### src/rtl/axi_txn_sequencer_if.sv
// Per-channel INIT/DONE/ERROR bundle between the sequencer and two AXI masters.
interface axi_txn_sequencer_if;
  logic M00_AXI_INIT_AXI_TXN;
  logic M01_AXI_INIT_AXI_TXN;
  logic M00_AXI_TXN_DONE;
  logic M01_AXI_TXN_DONE;
  logic M00_AXI_ERROR;
  logic M01_AXI_ERROR;

  modport master (
    output M00_AXI_INIT_AXI_TXN,
    output M01_AXI_INIT_AXI_TXN,
    input  M00_AXI_TXN_DONE,
    input  M01_AXI_TXN_DONE,
    input  M00_AXI_ERROR,
    input  M01_AXI_ERROR
  );

  modport slave (
    input  M00_AXI_INIT_AXI_TXN,
    input  M01_AXI_INIT_AXI_TXN,
    output M00_AXI_TXN_DONE,
    output M01_AXI_TXN_DONE,
    output M00_AXI_ERROR,
    output M01_AXI_ERROR
  );
endinterface

### src/rtl/axi_txn_sequencer.sv
// Runs INIT pulses on two AXI master channels in order and reports status.
// Optional WAIT timeout enabled by defining AXI_TXN_SEQ_TIMEOUT_EN.
module axi_txn_sequencer #(
  parameter int GAP_CYCLES        = 20,
  parameter int INIT_PULSE_CYCLES = 2,
  parameter int TIMEOUT_CYCLES    = 4096
) (
  input  logic                ACLK,
  input  logic                ARESETN,
  input  logic                start,
  input  logic                abort,
  input  logic [1:0]          chan_en,
  axi_txn_sequencer_if.master txn,
  output logic                busy,
  output logic                seq_done,
  output logic                pass,
  output logic [1:0]          err_flags,
  output logic [1:0]          tmo_flags
);

  typedef enum logic [2:0] {
    IDLE, GAP, INIT, WAIT, REPORT
  } state_t;

  localparam logic [15:0] GAP_LAST =
    (GAP_CYCLES > 0) ? 16'(GAP_CYCLES - 1) : 16'd0;
  localparam logic [15:0] INIT_LAST =
    16'(INIT_PULSE_CYCLES - 1);
  // A zero gap lands a new channel straight in INIT.
  localparam state_t CH_ENTRY =
    (GAP_CYCLES == 0) ? INIT : GAP;

  state_t      state, state_nxt;
  logic        ch, ch_nxt;
  logic        en1_q;
  logic [15:0] cnt;
  logic        done_cur, err_cur;
  logic        tmo_hit, wait_end, more, accept;
  logic [1:0]  err_n, tmo_n;

  assign done_cur = ch ? txn.M01_AXI_TXN_DONE
                       : txn.M00_AXI_TXN_DONE;
  assign err_cur  = ch ? txn.M01_AXI_ERROR
                       : txn.M00_AXI_ERROR;

`ifdef AXI_TXN_SEQ_TIMEOUT_EN
  localparam logic [19:0] TMO_LAST =
    20'(TIMEOUT_CYCLES - 1);
  logic [19:0] tmo_cnt;
  logic [1:0]  tmo_q;

  assign tmo_hit = (state == WAIT) && !done_cur &&
                   (tmo_cnt == TMO_LAST);

  always_ff @(posedge ACLK or negedge ARESETN)
    if (!ARESETN)
      tmo_cnt <= '0;
    else if (state == WAIT && state_nxt == WAIT)
      tmo_cnt <= tmo_cnt + 20'd1;
    else
      tmo_cnt <= '0;

  always_ff @(posedge ACLK or negedge ARESETN)
    if (!ARESETN)
      tmo_q <= '0;
    else if (accept)
      tmo_q <= '0;
    else if (wait_end && !abort)
      tmo_q <= tmo_n;

  always_comb begin
    tmo_n     = tmo_q;
    tmo_n[ch] = tmo_hit;
  end

  assign tmo_flags = tmo_q;
`else
  assign tmo_hit   = 1'b0;
  assign tmo_n     = 2'b00;
  assign tmo_flags = 2'b00;
`endif

  assign accept   = (state == IDLE) && start && !abort;
  assign wait_end = (state == WAIT) && (done_cur || tmo_hit);
  assign more     = !ch && en1_q;

  always_comb begin
    err_n     = err_flags;
    err_n[ch] = done_cur & err_cur;
  end

  // State register
  always_ff @(posedge ACLK or negedge ARESETN)
    if (!ARESETN) begin
      state <= IDLE;
      ch    <= 1'b0;
    end else begin
      state <= state_nxt;
      ch    <= ch_nxt;
    end

  // Next-state logic
  always_comb begin
    state_nxt = state;
    ch_nxt    = ch;
    case (state)
      IDLE:
        if (accept) begin
          if (chan_en == 2'b00) begin
            state_nxt = REPORT;
          end else begin
            ch_nxt    = !chan_en[0];
            state_nxt = CH_ENTRY;
          end
        end
      GAP:
        if (cnt == GAP_LAST) state_nxt = INIT;
      INIT:
        if (cnt == INIT_LAST) state_nxt = WAIT;
      WAIT:
        if (wait_end) begin
          if (more) begin
            ch_nxt    = 1'b1;
            state_nxt = CH_ENTRY;
          end else begin
            state_nxt = REPORT;
          end
        end
      REPORT:
      state_nxt = IDLE;
      default:
        state_nxt = IDLE;
    endcase
    if (abort && state != IDLE) state_nxt = IDLE;
  end

  always_ff @(posedge ACLK or negedge ARESETN)
    if (!ARESETN)
      cnt <= '0;
    else if (state_nxt != state)
      cnt <= '0;
    else if (state == GAP || state == INIT)
      cnt <= cnt + 16'd1;

  // pass is settled on REPORT entry so it is valid alongside seq_done
  always_ff @(posedge ACLK or negedge ARESETN)
    if (!ARESETN) begin
      en1_q     <= 1'b0;
      err_flags <= '0;
      pass      <= 1'b0;
    end else if (accept) begin
      en1_q     <= chan_en[1];
      err_flags <= '0;
      pass      <= (chan_en == 2'b00);
    end else if (wait_end && !abort) begin
      err_flags <= err_n;
      if (!more) pass <= ~|(err_n | tmo_n);
    end

  // Output decode
  always_comb begin
    busy                     = (state != IDLE);
    seq_done                 = (state == REPORT);
    txn.M00_AXI_INIT_AXI_TXN = (state == INIT) && !ch;
    txn.M01_AXI_INIT_AXI_TXN = (state == INIT) && ch;
  end

endmodule

### src/flat_wrapper.sv
// flat-port wrapper written by rule: the top's interface ports become plain ports
module axi_txn_sequencer_flat 
#(
  parameter int GAP_CYCLES        = 20,
  parameter int INIT_PULSE_CYCLES = 2,
  parameter int TIMEOUT_CYCLES    = 4096
)
  (ACLK, ARESETN, start, abort, chan_en, busy, seq_done, pass, err_flags, tmo_flags, txn_M00_AXI_INIT_AXI_TXN, txn_M01_AXI_INIT_AXI_TXN, txn_M00_AXI_TXN_DONE, txn_M01_AXI_TXN_DONE, txn_M00_AXI_ERROR, txn_M01_AXI_ERROR);
  axi_txn_sequencer_if txn_i ();
  input  logic ACLK;
  input  logic ARESETN;
  input  logic start;
  input  logic abort;
  input  logic [1:0] chan_en;
  output logic busy;
  output logic seq_done;
  output logic pass;
  output logic [1:0] err_flags;
  output logic [1:0] tmo_flags;
  output wire logic [$bits(txn_i.M00_AXI_INIT_AXI_TXN)-1:0] txn_M00_AXI_INIT_AXI_TXN;
  output wire logic [$bits(txn_i.M01_AXI_INIT_AXI_TXN)-1:0] txn_M01_AXI_INIT_AXI_TXN;
  input wire logic [$bits(txn_i.M00_AXI_TXN_DONE)-1:0] txn_M00_AXI_TXN_DONE;
  input wire logic [$bits(txn_i.M01_AXI_TXN_DONE)-1:0] txn_M01_AXI_TXN_DONE;
  input wire logic [$bits(txn_i.M00_AXI_ERROR)-1:0] txn_M00_AXI_ERROR;
  input wire logic [$bits(txn_i.M01_AXI_ERROR)-1:0] txn_M01_AXI_ERROR;
  assign txn_M00_AXI_INIT_AXI_TXN = txn_i.M00_AXI_INIT_AXI_TXN;
  assign txn_M01_AXI_INIT_AXI_TXN = txn_i.M01_AXI_INIT_AXI_TXN;
  assign txn_i.M00_AXI_TXN_DONE = txn_M00_AXI_TXN_DONE;
  assign txn_i.M01_AXI_TXN_DONE = txn_M01_AXI_TXN_DONE;
  assign txn_i.M00_AXI_ERROR = txn_M00_AXI_ERROR;
  assign txn_i.M01_AXI_ERROR = txn_M01_AXI_ERROR;
  axi_txn_sequencer #(.GAP_CYCLES(GAP_CYCLES), .INIT_PULSE_CYCLES(INIT_PULSE_CYCLES), .TIMEOUT_CYCLES(TIMEOUT_CYCLES)) u_core (.ACLK(ACLK), .ARESETN(ARESETN), .start(start), .abort(abort), .chan_en(chan_en), .txn(txn_i), .busy(busy), .seq_done(seq_done), .pass(pass), .err_flags(err_flags), .tmo_flags(tmo_flags));
endmodule
### config.mk
export PLATFORM = sky130hd
export DESIGN_NAME = axi_txn_sequencer_flat
export DESIGN_NICKNAME = d
export VERILOG_FILES = /design/src/rtl/axi_txn_sequencer_if.sv /design/src/rtl/axi_txn_sequencer.sv /design/src/flat_wrapper.sv
export SDC_FILE = /design/constraint.sdc
export NUM_CORES = 1
export LEC_CHECK = 0
export CAP_MARGIN = 20
export CORE_MARGIN = 5
export CORE_UTILIZATION = 25
export CTS_CLUSTER_SIZE = 14
export DETAILED_ROUTE_END_ITERATION = 8
export PLACE_DENSITY_LB_ADDON = 0.05
export SYNTH_ARGS = -nofsm -noshare
export SYNTH_HDL_FRONTEND = slang
export SYNTH_SLANG_ARGS = --single-unit
### constraint.sdc
create_clock -name ACLK -period 2.35 [get_ports ACLK]
set_input_delay 0.235 -clock ACLK [delete_from_list [all_inputs] [get_ports ACLK]]
set_output_delay 0.235 -clock ACLK [all_outputs]
set_load 0.02 [all_outputs]
==> parameters.txt <==
Parameter                              Value

Floorplanning
  Area of the die    7680 sq um
  Number of placement rows    28
  Chip Height    87.6 um
  Floorplan die width    87.6 um
  # IOs    19
  Area inside the core boundary    5890 sq um
  Starting density of the core    0.256

Logic synthesis
  Synth Flop Type    sky130_fd_sc_hd__dfrtp_1
  Synthesized instance count    160
  Async set-reset flop share out of synthesis    1.00
  Synth Register Bits    24
  Number of distinct library cells after synthesis    41
  Synth warnings    0
  Sequential share of the synthesized area    0.399
  Number of synthesized flops with an enable pin    0
  Summed instance area of the synthesized netlist    1510 sq um
  Mean cell area of the mapped netlist    9.42 sq um

Cells and area
  Commonest cells after routing, fill and taps aside    30 x sky130_fd_sc_hd__buf_4, 24 x sky130_fd_sc_hd__dfrtp_1, 16 x sky130_fd_sc_hd__clkdlybuf4s50_1
  Cell Count, Final, Fillers Out    276
  Count of inserted antenna diode cells    0
  Layout Area Growth over Synthesis    39.6%
  Most frequent standard cell in the layout excluding fill and tap cells    sky130_fd_sc_hd__buf_4
  Final Core Density    0.357
  Share of layout cells above drive strength 1    0.269
  Post-route cell area    2100 sq um
  Post-layout nets    214
  Fill cells    625

Detailed routing
  Via count    1310
  Via-to-Cell Ratio    4.75
  Count of antenna-violating nets left after detailed routing    0
  Residual DRC    0
  Per-cell routed wire length    15.3 um
  Routed wire length    4210 um
  Number of detailed-route iterations in the first pass    4
  Number of design-rule violations left by the first detailed-router iteration    50

Clock tree
  Reg clk slew, reported paths    0.09 ns
  TritonCTS clock tree    done
  Hold-fix buffer count after cts    0
  Total number of clock tree sinks    24
  Number of clock buffers inserted by TritonCTS    3
  Clock insertion delay at the later pin of the skew report    0.27 ns
  Number of buffers between clock root and the deepest sink    2
  Root Buffer Master    sky130_fd_sc_hd__clkbuf_8
  H-tree depth    1

Global routing
  Global routing usage summed across all routing layers    0.117
  Largest net degree at the start of global routing    25
  Total overflow reported by the global router    0
  Initial antenna violation count    0
  Wire length of the first global-routing pass    7020 um
  Vias in the first global route    1433

Worst setup path
  Category of the most critical setup path    reg -> reg
  Kind of end point of the critical path    register
  Worst path bufs/invs    1
  Required @ worst endpoint    2.54 ns
  Reg2reg path depth    7
  Startpoint type of the worst setup path    register
  Arr. time, crit path    2.40 ns
  Largest stage delay on the critical path    0.41 ns
  Crit path max-delay family    simple AND/OR/NAND/NOR gates
  Worst path slowest cell    sky130_fd_sc_hd__dfrtp_1
  Critical-path cell list    nor4_2 -> nand4_1 -> or2_1 -> a221o_1 -> xor2_4 -> clkbuf_16 -> nor4b_4
  CP Max Fanout    8
  Logic depth of the worst setup path including buffers    7

Timing
  Worst setup skew after layout    0.00143 ns
  Post-route fraction of the period consumed by the critical path    0.941
  Final number of max-transition violations    0
  Final period demand of the worst path    2.21 ns
  TNS Setup    0 ns
  Maximum clock frequency    452 MHz
  RSZ-0062 raised after global routing    yes
  Hold slack    0.324 ns
  Final Setup Violations    0
  Final Hold Violating Endpoints    0

Place
  Final estimated routing congestion in global placement    0.752
  Cell count after placement    269
  Placed instance area    1910 sq um
  HPWL after DPL    2860 um
  Port bufs    16

Power
  Pleak    0.000887 uW
  Worst-case vdd ir drop    0.209 mV
  Power density over the cells    552 nW/um^2

Min path
  Worst Hold Class    in -> async

Run status
  Outcome    complete, no violations

Run
  Number of max-cap violations    0
## sequential cells by signal, indices dropped and copies added (netlist names)
register	count
u_core.pass	1
u_core.en1_q	1
u_core.err_flags	2
u_core.ch	1
u_core.cnt	16
u_core.state	3
## what timing repair did
action / 4_1_cts / 5_1_grt
buffers inserted: 1 / 1
cloned: 0 / 1
resized for setup: 1 / 10
pin swaps: 1 / 7
endpoints found under the setup margin: 16 / 16
## stage by stage
stage	total power, uW	setup slack, ns
floorplan	672	0.246
global placement	790	-0.244
detailed placement	795	-0.294
CTS	1130	0.0327
global route	1230	-0.0240
finish	1160	0.139
## Yosys cell counts, types with 2 or more instances
| master | count | area (sq um) |
|---|---|---|
| sky130_fd_sc_hd__ha_1 | 2 | 25.0 |
| sky130_fd_sc_hd__a21oi_1 | 4 | 20.0 |
| sky130_fd_sc_hd__xnor2_1 | 6 | 52.6 |
| sky130_fd_sc_hd__nor4b_1 | 2 | 17.5 |
| sky130_fd_sc_hd__o21ai_1 | 2 | 10.0 |
| sky130_fd_sc_hd__xor2_1 | 10 | 87.6 |
| sky130_fd_sc_hd__dfrtp_1 | 24 | 601 |
| sky130_fd_sc_hd__o21ai_0 | 3 | 15.0 |
| sky130_fd_sc_hd__nand2b_1 | 2 | 12.5 |
| sky130_fd_sc_hd__nand3_1 | 10 | 50.1 |
| sky130_fd_sc_hd__buf_6 | 2 | 22.5 |
| sky130_fd_sc_hd__nor4_2 | 11 | 138 |
| sky130_fd_sc_hd__nand2_1 | 14 | 52.6 |
| sky130_fd_sc_hd__and3_1 | 4 | 25.0 |
| sky130_fd_sc_hd__clkbuf_1 | 6 | 22.5 |
| sky130_fd_sc_hd__nor4_1 | 6 | 37.5 |
| sky130_fd_sc_hd__nor3b_1 | 3 | 22.5 |
| sky130_fd_sc_hd__buf_4 | 2 | 15.0 |
| sky130_fd_sc_hd__nand4_1 | 7 | 43.8 |
| sky130_fd_sc_hd__nor2_1 | 14 | 52.6 |
| sky130_fd_sc_hd__and4_1 | 2 | 17.5 |
| sky130_fd_sc_hd__inv_1 | 5 | 18.8 |
## worst paths after layout
check,end,slack [ns],from
worst max-delay path,u_core.cnt[1],0.14,u_core.cnt[15]
worst min-delay path,u_core.cnt[0],0.32,ARESETN
worst max register to register,u_core.cnt[1],0.14,u_core.cnt[15]
worst min register to register,u_core.err_flags[1],0.58,u_core.err_flags[1]
max in group asynchronous,u_core.cnt[13],1.77,ARESETN
min in group ACLK,u_core.ch,0.55,chan_en[0]
## cell type report
class                           count  area [sq um]  area share
Clock buffer                        4          55.1      0.0262
Inverter                            5          18.8     0.00892
Multi-Input combinational cell    120           905       0.430
Sequential cell                    24           601       0.286
Tap cell                           75          93.8      0.0446
Timing Repair Buffer               48           430       0.205
## logic make-up after synthesis
family / Yosys count / synth area share
buffers and inverters: 17 / 0.0581
xor gates and xnor gates: 17 / 0.104
AOI/OAI and AO/OA: 17 / 0.0731
muxes: 2 / 0.0141
DFF: 24 / 0.399
adders and majority gates: 2 / 0.0166
other: 1 / 0.00249
and+or+nand+nor: 80 / 0.333
## per-layer routing
| metal | up-vias | part of all wire | GRT usage |
|---|---|---|---|
| li1 | 647 | - | - |
| met4 | 0 | 0.012 | 0.0391 |
| met5 | - | 0 | 0 |
| met2 | 17 | 0.48 | 0.208 |
| met1 | 642 | 0.47 | 0.145 |
| met3 | 4 | 0.036 | 0.0179 |
## power breakdown
group / switching [uW] / internal (uW) / leakage (uW)
sequential: 31.7 / 445 / 0.000328
combinational: 203 / 190 / 0.000530
clock: 143 / 150 / 0.0000288
## worst register-to-register path, cell delays in order, from the launching register on
cell                        delay, ns
sky130_fd_sc_hd__dfrtp_1         0.41
sky130_fd_sc_hd__nor4_2          0.27
sky130_fd_sc_hd__nand4_1         0.16
sky130_fd_sc_hd__or2_1           0.25
sky130_fd_sc_hd__a221o_1         0.40
sky130_fd_sc_hd__xor2_4          0.20
sky130_fd_sc_hd__clkbuf_16       0.20
sky130_fd_sc_hd__nor4b_4         0.24
No activity file was read; power rests on OpenSTA's default activity.
